**src/rtl/calibration_sequencer.sv**
```systemverilog
// calibration_sequencer
//   Sweeps ADC channels 0..ADC_COUNT-1 through an external measurement block.
//   For each channel it issues one command strobe, waits for the block to
//   report busy and then not-busy, and stores the signed mean it returns.
//   After a full sweep it registers the spread (max - min) of the means and
//   pulses done. While idle the processor CSR strobe/command pass straight
//   through to the measurement block.
//
// Ports
//   sysClk, sysReset_n    clock; synchronous active-low reset
//   start                 one-cycle pulse, begins a sweep (ignored unless idle)
//   trainingOn            copied into command bit 30
//   cpuStrobe, cpuCommand processor access, passed through while idle
//   calStrobe, calCommand strobe/command to the measurement block
//   calReadout            status: bit 31 busy, low RESULT_WIDTH bits mean
//   resultSel/resultValue registered readback of stored channel means
//   spread                signed max-min of last complete sweep
//   busy, done            sequencer active; one-cycle sweep-complete pulse
//   timeoutError          sticky watchdog abort flag
//
// Configuration
//   CALIBRATION_SEQUENCER_TIMEOUT_EN  when defined, a watchdog aborts a sweep
//   if one measurement waits TIMEOUT_CYCLES cycles; otherwise waits are
//   unbounded and timeoutError stays 0.
module calibration_sequencer #(
   parameter int ADC_COUNT      = 8,
   parameter int RESULT_WIDTH   = 16,
   parameter int TIMEOUT_CYCLES = 67108864
) (
   input  logic                    sysClk,
   input  logic                    sysReset_n,
   input  logic                    start,
   input  logic                    trainingOn,
   input  logic                    cpuStrobe,
   input  logic [31:0]             cpuCommand,
   output logic                    calStrobe,
   output logic [31:0]             calCommand,
   input  logic [31:0]             calReadout,
   input  logic [3:0]              resultSel,
   output logic [RESULT_WIDTH-1:0] resultValue,
   output logic [RESULT_WIDTH:0]   spread,
   output logic                    busy,
   output logic                    done,
   output logic                    timeoutError
);

   localparam logic [2:0] S_IDLE      = 3'd0;
   localparam logic [2:0] S_ISSUE     = 3'd1;
   localparam logic [2:0] S_WAIT_BUSY = 3'd2;
   localparam logic [2:0] S_WAIT_DONE = 3'd3;
   localparam logic [2:0] S_CAPTURE   = 3'd4;
   localparam logic [2:0] S_NEXT      = 3'd5;

   localparam logic [3:0] LAST_CH = 4'(ADC_COUNT - 1);

   logic [2:0]                     state_q, state_d;
   logic [3:0]                     channel_q, channel_d;
   // Full 16-entry table: entries at or above ADC_COUNT are never written,
   // so they keep their reset value of zero.
   logic [RESULT_WIDTH-1:0]        result_q [16];
   logic [RESULT_WIDTH-1:0]        result_d [16];
   logic signed [RESULT_WIDTH-1:0] min_q, min_d, max_q, max_d;
   logic [RESULT_WIDTH:0]          spread_q, spread_d;
   logic                           done_q, done_d;
   logic                           timeout_error_q, timeout_error_d;
   logic [RESULT_WIDTH-1:0]        result_value_q, result_value_d;

   logic signed [RESULT_WIDTH-1:0] mean;
   logic                           waiting;
   logic                           wd_expired;
   logic                           unused_readout;

   assign mean           = calReadout[RESULT_WIDTH-1:0];
   assign waiting        = (state_q == S_WAIT_BUSY) || (state_q == S_WAIT_DONE);
   assign unused_readout = ^calReadout;

`ifdef CALIBRATION_SEQUENCER_TIMEOUT_EN
   localparam int WD_W = $clog2(TIMEOUT_CYCLES + 1);
   localparam logic [WD_W-1:0] WD_LAST = WD_W'(TIMEOUT_CYCLES - 1);

   logic [WD_W-1:0] wdog_q, wdog_d;

   // Expires during the TIMEOUT_CYCLES-th consecutive wait cycle.
   assign wd_expired = waiting && (wdog_q == WD_LAST);

   always_comb begin
      wdog_d = wdog_q;
      if (state_q == S_ISSUE) begin
         wdog_d = '0;
      end else if (waiting) begin
         wdog_d = wdog_q + 1'b1;
      end
   end

   always_ff @(posedge sysClk) begin
      if (!sysReset_n) begin
         wdog_q <= '0;
      end else begin
         wdog_q <= wdog_d;
      end
   end
`else
   localparam int unused_timeout_cycles = TIMEOUT_CYCLES;
   assign wd_expired = 1'b0;
`endif

   always_comb begin
      state_d         = state_q;
      channel_d       = channel_q;
      result_d        = result_q;
      min_d           = min_q;
      max_d           = max_q;
      spread_d        = spread_q;
      done_d          = 1'b0;
      timeout_error_d = timeout_error_q;
      calStrobe       = 1'b0;
      calCommand      = '0;

      case (state_q)
         S_IDLE: begin
            calStrobe  = cpuStrobe;
            calCommand = cpuCommand;
            if (start) begin
               state_d         = S_ISSUE;
               channel_d       = '0;
               timeout_error_d = 1'b0;
            end
         end
         S_ISSUE: begin
            calStrobe  = 1'b1;
            calCommand = {1'b1, trainingOn, 2'b00, channel_q, 24'h000000};
            state_d    = S_WAIT_BUSY;
         end
         // Waiting for busy first keeps a stale not-busy status from the
         // previous measurement from being captured as this channel's result.
         S_WAIT_BUSY: begin
            if (wd_expired) begin
               state_d         = S_IDLE;
               timeout_error_d = 1'b1;
            end else if (calReadout[31]) begin
               state_d = S_WAIT_DONE;
            end
         end
         S_WAIT_DONE: begin
            if (wd_expired) begin
               state_d         = S_IDLE;
               timeout_error_d = 1'b1;
            end else if (!calReadout[31]) begin
               state_d = S_CAPTURE;
            end
         end
         S_CAPTURE: begin
            result_d[channel_q] = calReadout[RESULT_WIDTH-1:0];
            if (channel_q == 4'd0) begin
               min_d = mean;
               max_d = mean;
            end else begin
               if (mean < min_q) min_d = mean;
               if (mean > max_q) max_d = mean;
            end
            state_d = S_NEXT;
         end
         S_NEXT: begin
            if (channel_q == LAST_CH) begin
               state_d  = S_IDLE;
               spread_d = {max_q[RESULT_WIDTH-1], max_q} - {min_q[RESULT_WIDTH-1], min_q};
               done_d   = 1'b1;
            end else begin
               channel_d = channel_q + 4'd1;
               state_d   = S_ISSUE;
            end
         end
         default: state_d = S_IDLE;
      endcase
   end

   always_comb begin
      result_value_d = '0;
      if ({1'b0, resultSel} < 5'(ADC_COUNT)) begin
         result_value_d = result_q[resultSel];
      end
   end

   always_ff @(posedge sysClk) begin
      if (!sysReset_n) begin
         state_q         <= S_IDLE;
         channel_q       <= '0;
         for (int unsigned i = 0; i < 16; i++) begin
            result_q[i] <= '0;
         end
         min_q           <= '0;
         max_q           <= '0;
         spread_q        <= '0;
         done_q          <= 1'b0;
         timeout_error_q <= 1'b0;
         result_value_q  <= '0;
      end else begin
         state_q         <= state_d;
         channel_q       <= channel_d;
         result_q        <= result_d;
         min_q           <= min_d;
         max_q           <= max_d;
         spread_q        <= spread_d;
         done_q          <= done_d;
         timeout_error_q <= timeout_error_d;
         result_value_q  <= result_value_d;
      end
   end

   assign resultValue  = result_value_q;
   assign spread       = spread_q;
   assign busy         = (state_q != S_IDLE);
   assign done         = done_q;
   assign timeoutError = timeout_error_q;

endmodule
```
**config.mk**
```make
export PLATFORM = sky130hd
export DESIGN_NAME = calibration_sequencer
export DESIGN_NICKNAME = d
export VERILOG_FILES = /design/src/rtl/calibration_sequencer.sv
export SDC_FILE = /design/constraint.sdc
export NUM_CORES = 1
export LEC_CHECK = 0
export BUFFER_PORTS_ARGS = -buffer_cell sky130_fd_sc_hd__buf_2
export CAP_MARGIN = 0
export CORE_ASPECT_RATIO = 0.5
export CORE_MARGIN = 2
export CORE_UTILIZATION = 30
export DETAILED_ROUTE_END_ITERATION = 8
export HOLD_SLACK_MARGIN = 0.02
export PLACE_DENSITY = 0.52
export SYNTH_ARGS = -nofsm -noshare
export SYNTH_HDL_FRONTEND = slang
export SYNTH_SLANG_ARGS = --single-unit
```
**constraint.sdc**
```tcl
create_clock -name sysClk -period 6.7 [get_ports sysClk]
set_input_delay 0 -clock sysClk [delete_from_list [all_inputs] [get_ports sysClk]]
set_output_delay 0 -clock sysClk [all_outputs]
set_load 0.01 [all_outputs]
```
==> out/qor.txt, run 1 <==
Synth Area in Simple Gates = 20.2%
final non-filler cell area = 12100 µm²
mean post-synth cell area = 8.62 µm²
final worst path period share = 46.8%
power per cell area = 225 nW/µm²
post-route antenna net violation count = 0
end point of the critical path = min_q[6]
number of setup violations in the final report = 0
Worst slew margin = 25.0%
fraction of layout instances using a drive strength above 1 = 17.1%
clock transition at the registers of the reported paths = 0.07 ns
Placed Instance Area = 11100 µm²
number of design-rule violations left by the first detailed-router iteration = 707
number of antenna violations at the first check in global routing = 1
Critical Setup Path Class = reg -> reg
Yosys reg bits = 201
dpl ws = 3.54 ns
layer carrying the most global-route usage = met2
number of buffers inserted to repair setup after CTS = 0
Final Worst Setup Slack = 3.57 ns
combinational family with the most area after synthesis = simple AND/OR/NAND/NOR gates
required time of the critical path = 7.14 ns
placeable core region = 33500 µm²
complex-gate fraction of the synthesized area = 15.5%
shortest clock period the worst path allows after layout = 3.13 ns
last weighted congestion value of the routability-driven placer = 0.842
number of warnings reported in the yosys synthesis log = 0
total length of routed wires = 28.2 mm
total power = 2.72 mW
Clk Tree Root Cell = sky130_fd_sc_hd__clkbuf_16
CP cell instances = nor2_1 -> and2_1 -> nand2_2 -> nor3_4 -> buf_4 -> a31oi_1 -> mux2i_4 -> mux2i_1
Unique masters post-synth = 69
startpoint of the most critical register-to-register path = state_q[0]
combined global-route utilization of all metal layers = 15.7%
worst r2r dst = min_q[6]
number of H-tree levels = 1
Buffers & Inverters on Critical Path = 1
# DRC = 0
reg2reg setup slack = 3.57 ns
height of the die = 135 µm
Worst Reg2Reg Path Length in Cells = 8
Clock Skew = 0.0130 ns
sequential-to-total area share from yosys stat = 39.0%
dominant register cell in the synthesized netlist = sky130_fd_sc_hd__dfxtp_1
arrival time at the worst endpoint = 3.57 ns
Min Hold Slack = 0.0287 ns
vias in the first global route = 8177
Port Buf Inserts = 125
adder and majority cell fraction of the synthesized area = 6.38%
Post-Synthesis Net Count = 1321
setup_tns = 0 ns
boundary pin count = 142
peak supply drop = 0.122 mV
maximum clock frequency = 0.319 GHz
met1 global-route usage = 20.9%
biggest fanout along the worst timing path = 19
outcome = complete, no violations
stage delay of the slowest cell on the critical path = 0.77 ns
netlist area before placement = 10300 µm²
CP Launch Type = flip-flop
Pleak = 4.63 nW
TritonCTS buffer count = 22
RSZ-0062 raised after global routing = no
HPWL Detailed = 18.5 mm
later-pin clock latency in the skew report = 0.51 ns
EDFF count, synth = 0
pin count of the biggest net entering global routing = 80
Die Outline Area = 36000 µm²
cts repair resizes = 0
share of synthesized area spent on multiplexers = 12.7%
M2 GR Usage = 26.9%
fraction of registers with async set or reset after synthesis = 0%
global-route wire length before repair = 45.3 mm
share of the synthesized netlist area taken by xor and xnor gates = 0.340%
number of standard cells after synthesis = 1196
relative area change from synthesis to final layout = 16.9%
Largest delay share family, worst path = simple AND/OR/NAND/NOR gates
Max Slew Vio Count = 0
fin nets = 1390
final hold violation count = 0
worst slew pin tran = 1.12 ns
class of the tightest hold or removal check = in -> reg
MaxCap Viol Count = 0
count of hold buffers inserted by post-cts repair = 17
Placement Rows = 47
maximum buffer depth of the clock tree = 3
initial core utilization = 30.8%
M3 GR Usage = 2.30%
Sink Count = 201
Crit. path cell count = 8
vias after detailed routing = 8357
clock tree from TritonCTS = built
type of destination of the critical path = flip-flop
slowest stage cell, crit path = sky130_fd_sc_hd__mux2i_4
total congestion overflow after global routing = 0
detailed-route wire length per cell = 16.4 µm
mean number of vias per cell = 4.85
horizontal die dimension = 266 µm
total iterations of the first detailed-routing run = 5
launch point of the worst path = state_q[0]
-- registers in the layout, indices dropped and copies added (netlist names) --
signal       flops
result_q       128
spread          17
max_q           16
min_q           16
resultValue     16
channel_q        4
state_q          3
done             1
-- worst min path at each step --
stage | from | end | slack (ns) | cells past startpoint
finish | start | state_q[0] | 0.03 | 5
global route | sysReset_n | result_q[155] | 0.06 | 2
CTS | start | state_q[0] | 0.02 | 5
detailed placement | cpuCommand[10] | calCommand[10] | 0.28 | 3
global placement | cpuCommand[3] | calCommand[3] | 0.29 | 3
floorplan | cpuCommand[31] | calCommand[31] | 0.13 | 2
-- cell type report --
cell class	count	area, µm²
Timing Repair Buffer	149	851
Clock inverter	7	96.3
Clock buffer	33	662
Sequential cell	201	4020
Inverter	44	165
Multi-Input combinational cell	847	5700
Fill cell	3371	21400
Tap cell	441	552
Antenna cell	1	2.50
-- placed cells by master (no fill, tap or decap), types with 5 or more instances in the layout --
cell                            synthesis  final
sky130_fd_sc_hd__nand4_1                5      5
sky130_fd_sc_hd__nand3_1               24     24
sky130_fd_sc_hd__dfxtp_1              201    201
sky130_fd_sc_hd__mux4_2                32     32
sky130_fd_sc_hd__and3_1                 5      5
sky130_fd_sc_hd__buf_2                 14    124
sky130_fd_sc_hd__and2_1                34     34
sky130_fd_sc_hd__clkbuf_16              0     22
sky130_fd_sc_hd__inv_1                 44     44
sky130_fd_sc_hd__ha_1                  51     51
sky130_fd_sc_hd__buf_4                  1      8
sky130_fd_sc_hd__nand2_1              333    333
sky130_fd_sc_hd__nand3b_1               6      6
sky130_fd_sc_hd__o21ai_0               18     18
sky130_fd_sc_hd__nor2_1                46     42
sky130_fd_sc_hd__a21oi_1               21     21
sky130_fd_sc_hd__dlygate4sd3_1          0     17
sky130_fd_sc_hd__nor2b_1                6      6
sky130_fd_sc_hd__a21o_1                 9      9
sky130_fd_sc_hd__mux2i_1               55     55
sky130_fd_sc_hd__clkbuf_8               0      7
sky130_fd_sc_hd__a21boi_0             129    129
-- cells in the mapped netlist (2+ instances only) --
master,number,area share [%]
sky130_fd_sc_hd__a31o_2,4,0.34
sky130_fd_sc_hd__nor3_1,2,0.097
sky130_fd_sc_hd__nor2b_1,6,0.36
sky130_fd_sc_hd__o21ai_0,18,0.87
sky130_fd_sc_hd__nand4b_1,2,0.17
sky130_fd_sc_hd__a21boi_1,4,0.29
sky130_fd_sc_hd__nand3b_1,6,0.44
sky130_fd_sc_hd__o211a_1,3,0.29
sky130_fd_sc_hd__nor2_1,46,1.7
sky130_fd_sc_hd__mux4_2,32,7.0
sky130_fd_sc_hd__a21oi_1,21,1.0
sky130_fd_sc_hd__and2_1,34,2.1
sky130_fd_sc_hd__a21boi_0,129,9.4
sky130_fd_sc_hd__and3b_1,2,0.17
sky130_fd_sc_hd__clkbuf_1,79,2.9
sky130_fd_sc_hd__mux2i_1,55,5.3
sky130_fd_sc_hd__o221ai_1,2,0.17
sky130_fd_sc_hd__nand4_1,5,0.30
sky130_fd_sc_hd__o31a_1,3,0.25
sky130_fd_sc_hd__buf_1,8,0.29
sky130_fd_sc_hd__a21o_1,9,0.66
sky130_fd_sc_hd__dfxtp_1,201,39
sky130_fd_sc_hd__and3_1,5,0.30
sky130_fd_sc_hd__or3_1,2,0.12
sky130_fd_sc_hd__o21a_1,3,0.22
sky130_fd_sc_hd__ha_1,51,6.2
sky130_fd_sc_hd__and4_1,2,0.17
sky130_fd_sc_hd__nand2_1,333,12
sky130_fd_sc_hd__a211oi_1,3,0.22
sky130_fd_sc_hd__inv_1,44,1.6
sky130_fd_sc_hd__nand3_1,24,1.2
sky130_fd_sc_hd__buf_2,14,0.68
sky130_fd_sc_hd__o211ai_1,2,0.15
sky130_fd_sc_hd__o21bai_1,2,0.15
sky130_fd_sc_hd__xnor2_1,3,0.25
sky130_fd_sc_hd__nand2b_1,3,0.18
sky130_fd_sc_hd__a31oi_1,2,0.12
-- metal layers --
metal / wire (µm) / share of wire, % / vias up
li1: - / - / 4164
met1: 13300 / 47 / 4009
met2: 13300 / 47 / 149
met3: 1230 / 4.3 / 35
met4: 463 / 1.6 / 0
met5: 0 / 0 / -
-- power by group --
group | internal, mW | switching (mW) | leakage, nW
Sequential | 1.20 | 0.00610 | 1.62
Clock | 0.761 | 0.502 | 0.377
Combinational | 0.107 | 0.140 | 2.64
Total | 2.07 | 0.649 | 4.63
-- worst reg2reg max path: stages, from the launching register on --
cell and delay (ns):
sky130_fd_sc_hd__dfxtp_1 0.49, sky130_fd_sc_hd__nor2_1 0.20, sky130_fd_sc_hd__and2_1 0.58, sky130_fd_sc_hd__nand2_2 0.17
sky130_fd_sc_hd__nor3_4 0.13, sky130_fd_sc_hd__buf_4 0.32, sky130_fd_sc_hd__a31oi_1 0.12, sky130_fd_sc_hd__mux2i_4 0.77
sky130_fd_sc_hd__mux2i_1 0.28
-- cells by family after synthesis --
| kind of cell | Yosys count |
|---|---|
| XOR/XNOR | 4 |
| other | 1 |
| adder cells (fa/ha/maj) | 52 |
| buffers and inverters | 148 |
| AO/OA/AOI/OAI | 219 |
| multiplexers | 89 |
| AND/OR/NAND/NOR | 482 |
| flip-flops | 201 |
-- metrics by stage --
step | std cells | util [%]
floorplan | 1196 | -
global placement | 1665 | 33.2
detailed placement | 1665 | 33.2
CTS | 1722 | 36.0
global route | 1723 | 36.0
finish | 1723 | 36.0
No activity file was read; power rests on OpenSTA's default activity.
==> run 2: changes to the inputs <==
--- a/config.mk
+++ b/config.mk
@@ -12,7 +12,7 @@
 export CORE_UTILIZATION = 30
 export DETAILED_ROUTE_END_ITERATION = 8
 export HOLD_SLACK_MARGIN = 0.02
-export PLACE_DENSITY = 0.52
+export PLACE_DENSITY = 0.54
 export SYNTH_ARGS = -nofsm -noshare
 export SYNTH_HDL_FRONTEND = slang
 export SYNTH_SLANG_ARGS = --single-unit
==> constraint.sdc (replaced) <==
create_clock -name sysClk -period 2.73 [get_ports sysClk]
set_input_delay 0 -clock sysClk [delete_from_list [all_inputs] [get_ports sysClk]]
set_output_delay 0 -clock sysClk [all_outputs]
set_load 0.01 [all_outputs]
==> run 2 against run 1 <==
Compared with the run above:
- first-iteration DRC count is 22% lower
- combinational power grew to 2.6 times the previous value
- clock-buffer cell count is 5 lower
- register-to-register slack worse by 3.4 ns
- core utilization is 0.68 points higher
- clock skew is 0.013 ns higher
- hold slack better by 0.073 ns
- wire length is 1.2% higher
- critical endpoint is now max_q[10]
- largest cell class unchanged
==> out/qor.txt, run 2 (synthesis results as in run 1) <==
highest-count cells in the layout ignoring fill and taps = sky130_fd_sc_hd__nand2_1 (333), sky130_fd_sc_hd__dfxtp_1 (201), sky130_fd_sc_hd__a21boi_0 (129)
end point of the critical path = max_q[10]
number of buffers inserted to repair setup after CTS = 0 (unchanged)
CP cell instances = inv_1 -> ha_1 -> nand4_1 -> nor4_2 -> a21boi_2 -> a211oi_1 -> mux2_4 -> a31oi_4 -> buf_4 -> mux2i_1
class of the tightest hold or removal check = in -> reg
Buffers & Inverters on Critical Path = 2 (+1)
type of destination of the critical path = flip-flop
HPWL Detailed = 19.3 mm (+4.2%)
M3 GR Usage = 2.28% (-0.018 points)
Clk Tree Root Cell = sky130_fd_sc_hd__clkbuf_16
layer carrying the most global-route usage = met2
vias in the first global route = 8464 (+3.5%)
maximum buffer depth of the clock tree = 3 (unchanged)
height of the die = 135 µm (unchanged)
last weighted congestion value of the routability-driven placer = 0.839 (-0.29%)
Clock Skew = 0.0258 ns (+0.0129 ns)
worst slew pin tran = 0.723 ns (-0.400 ns)
most common library cell in the layout ignoring fill and taps = sky130_fd_sc_hd__nand2_1
setup_tns = 0 ns (unchanged)
vias after detailed routing = 8453 (+1.1%)
mean number of vias per cell = 4.82 (-0.64%)
Crit. path cell count = 10 (+2)
shortest clock period the worst path allows after layout = 2.54 ns (-0.591 ns)
peak supply drop = 0.396 mV (+220%)
met1 global-route usage = 21.1% (+0.13 points)
total iterations of the first detailed-routing run = 5 (unchanged)
fin nets = 1424 (+2.4%)
biggest fanout along the worst timing path = 9 (-10)
Port Buf Inserts = 125 (unchanged)
Finished Core Util = 36.7% (+0.68 points)
maximum clock frequency = 0.393 GHz (+23%)
global-route wire length before repair = 46.0 mm (+1.4%)
post-route antenna net violation count = 0 (unchanged)
later-pin clock latency in the skew report = 0.52 ns (about the same)
required time of the critical path = 3.15 ns (-3.99 ns)
Pleak = 4.77 nW (+3.1%)
reg2reg setup slack = 0.19 ns (-3.38 ns)
Reg with most FFs = result_q
Worst Reg2Reg Path Length in Cells = 10 (+2)
worst r2r dst = max_q[10]
fraction of layout instances using a drive strength above 1 = 18.8% (+1.7 points)
startpoint of the most critical register-to-register path = max_q[15]
launch point of the worst path = max_q[15]
TritonCTS buffer count = 22 (unchanged)
placeable core region = 33500 µm² (unchanged)
number of design-rule violations left by the first detailed-router iteration = 552 (-22%)
Largest delay share family, worst path = multiplexers
outcome = complete, no violations
slowest stage cell, crit path = sky130_fd_sc_hd__dfxtp_1
arrival time at the worst endpoint = 2.97 ns (-0.60 ns)
Die Outline Area = 36000 µm² (unchanged)
RSZ-0062 raised after global routing = no
Worst slew margin = 51.8% (+27 points)
boundary pin count = 142 (unchanged)
# DRC = 0 (unchanged)
Max Slew Vio Count = 0 (unchanged)
number of setup violations in the final report = 0 (unchanged)
initial core utilization = 30.8% (unchanged)
relative area change from synthesis to final layout = 19.1%
clock transition at the registers of the reported paths = 0.06 ns (about the same)
stage delay of the slowest cell on the critical path = 0.36 ns (-0.41 ns)
horizontal die dimension = 266 µm (unchanged)
number of antenna violations at the first check in global routing = 1 (unchanged)
pin count of the biggest net entering global routing = 102 (+28%)
clock tree from TritonCTS = built
detailed-route wire length per cell = 16.3 µm (-0.61%)
flip-flop count of the largest register after layout = 128 (unchanged)
CP Launch Type = flip-flop
Sink Count = 201 (unchanged)
MaxCap Viol Count = 0 (unchanged)
power per cell area = 527 nW/µm² (+130%)
Placement Rows = 47 (unchanged)
final worst path period share = 93.2% (+46 points)
total length of routed wires = 28.6 mm (+1.2%)
final hold violation count = 0 (unchanged)
combined global-route utilization of all metal layers = 15.9% (+0.17 points)
Critical Setup Path Class = reg -> reg
total congestion overflow after global routing = 0 (unchanged)
M2 GR Usage = 27.5% (+0.61 points)
number of H-tree levels = 1 (unchanged)
==> run 2: worst min-delay path by stage <==
| stage | end | cells after the start | startpoint |
|---|---|---|---|
| after floorplan | calCommand[31] | 2 | cpuCommand[31] |
| after global placement | calCommand[8] | 3 | cpuCommand[8] |
| after detailed placement | calCommand[18] | 3 | cpuCommand[18] |
| after CTS | resultValue[9] | 3 | resultSel[2] |
| after global routing | resultValue[9] | 3 | resultSel[2] |
| final | resultValue[4] | 3 | resultSel[2] |
==> run 2: report_power, final <==
group          internal, mW  switching, mW  total [mW]
combinational         0.287          0.364       0.651
sequential             2.94        0.00867        2.95
clock                  1.65           1.21        2.87
==> run 2: area by class of cell <==
| class | instances | area (µm²) |
|---|---|---|
| clock inverters | 9 | 86.3 |
| flip-flops and latches | 201 | 4020 |
| diodes | 1 | 2.50 |
| multi-input cells | 847 | 5700 |
| clock buffers | 28 | 603 |
| well taps | 441 | 552 |
| fillers | 3341 | 21200 |
| repair buffers | 183 | 1150 |
| inverters | 44 | 165 |
==> run 2: layer usage <==
layer	share of wire, %	vias up	wire (µm)
met4	1.5	0	431
met5	0	-	0
li1	-	4227	-
met2	47	135	13600
met3	4.1	34	1180
met1	47	4057	13400
==> run 2: worst reg2reg max path: cells and delay by family, from the launching register on <==
kind / cells / cell delay, ns
buf+inv: 2 / 0.29
compound gates: 3 / 0.47
mux: 2 / 0.54
fa+ha+maj: 1 / 0.32
simple gates: 2 / 0.49
flops: 1 / 0.36
==> run 2: what timing repair did <==
| action | CTS | global route |
|---|---|---|
| hold endpoints to repair | 175 | 0 |
| resized for setup | 0 | 0 |
| hold buffers | 20 | 0 |
==> run 2: per-stage QoR <==
| stage | hold slack, ns | instances | total power, mW | setup slack (ns) | instance area (µm²) |
|---|---|---|---|---|---|
| 2_1_floorplan | 0.135 | 1196 | 3.43 | 0.306 | 10300 |
| 3_3_place_gp | 0.285 | 1696 | 3.64 | 0.192 | 11400 |
| 3_5_place_dp | 0.287 | 1696 | 3.65 | 0.181 | 11400 |
| 4_1_cts | 0.103 | 1753 | 6.55 | 0.162 | 12300 |
| 5_1_grt | 0.116 | 1754 | 6.74 | 0.0123 | 12300 |
| 6_report | 0.102 | 1754 | 6.47 | 0.186 | 12300 |
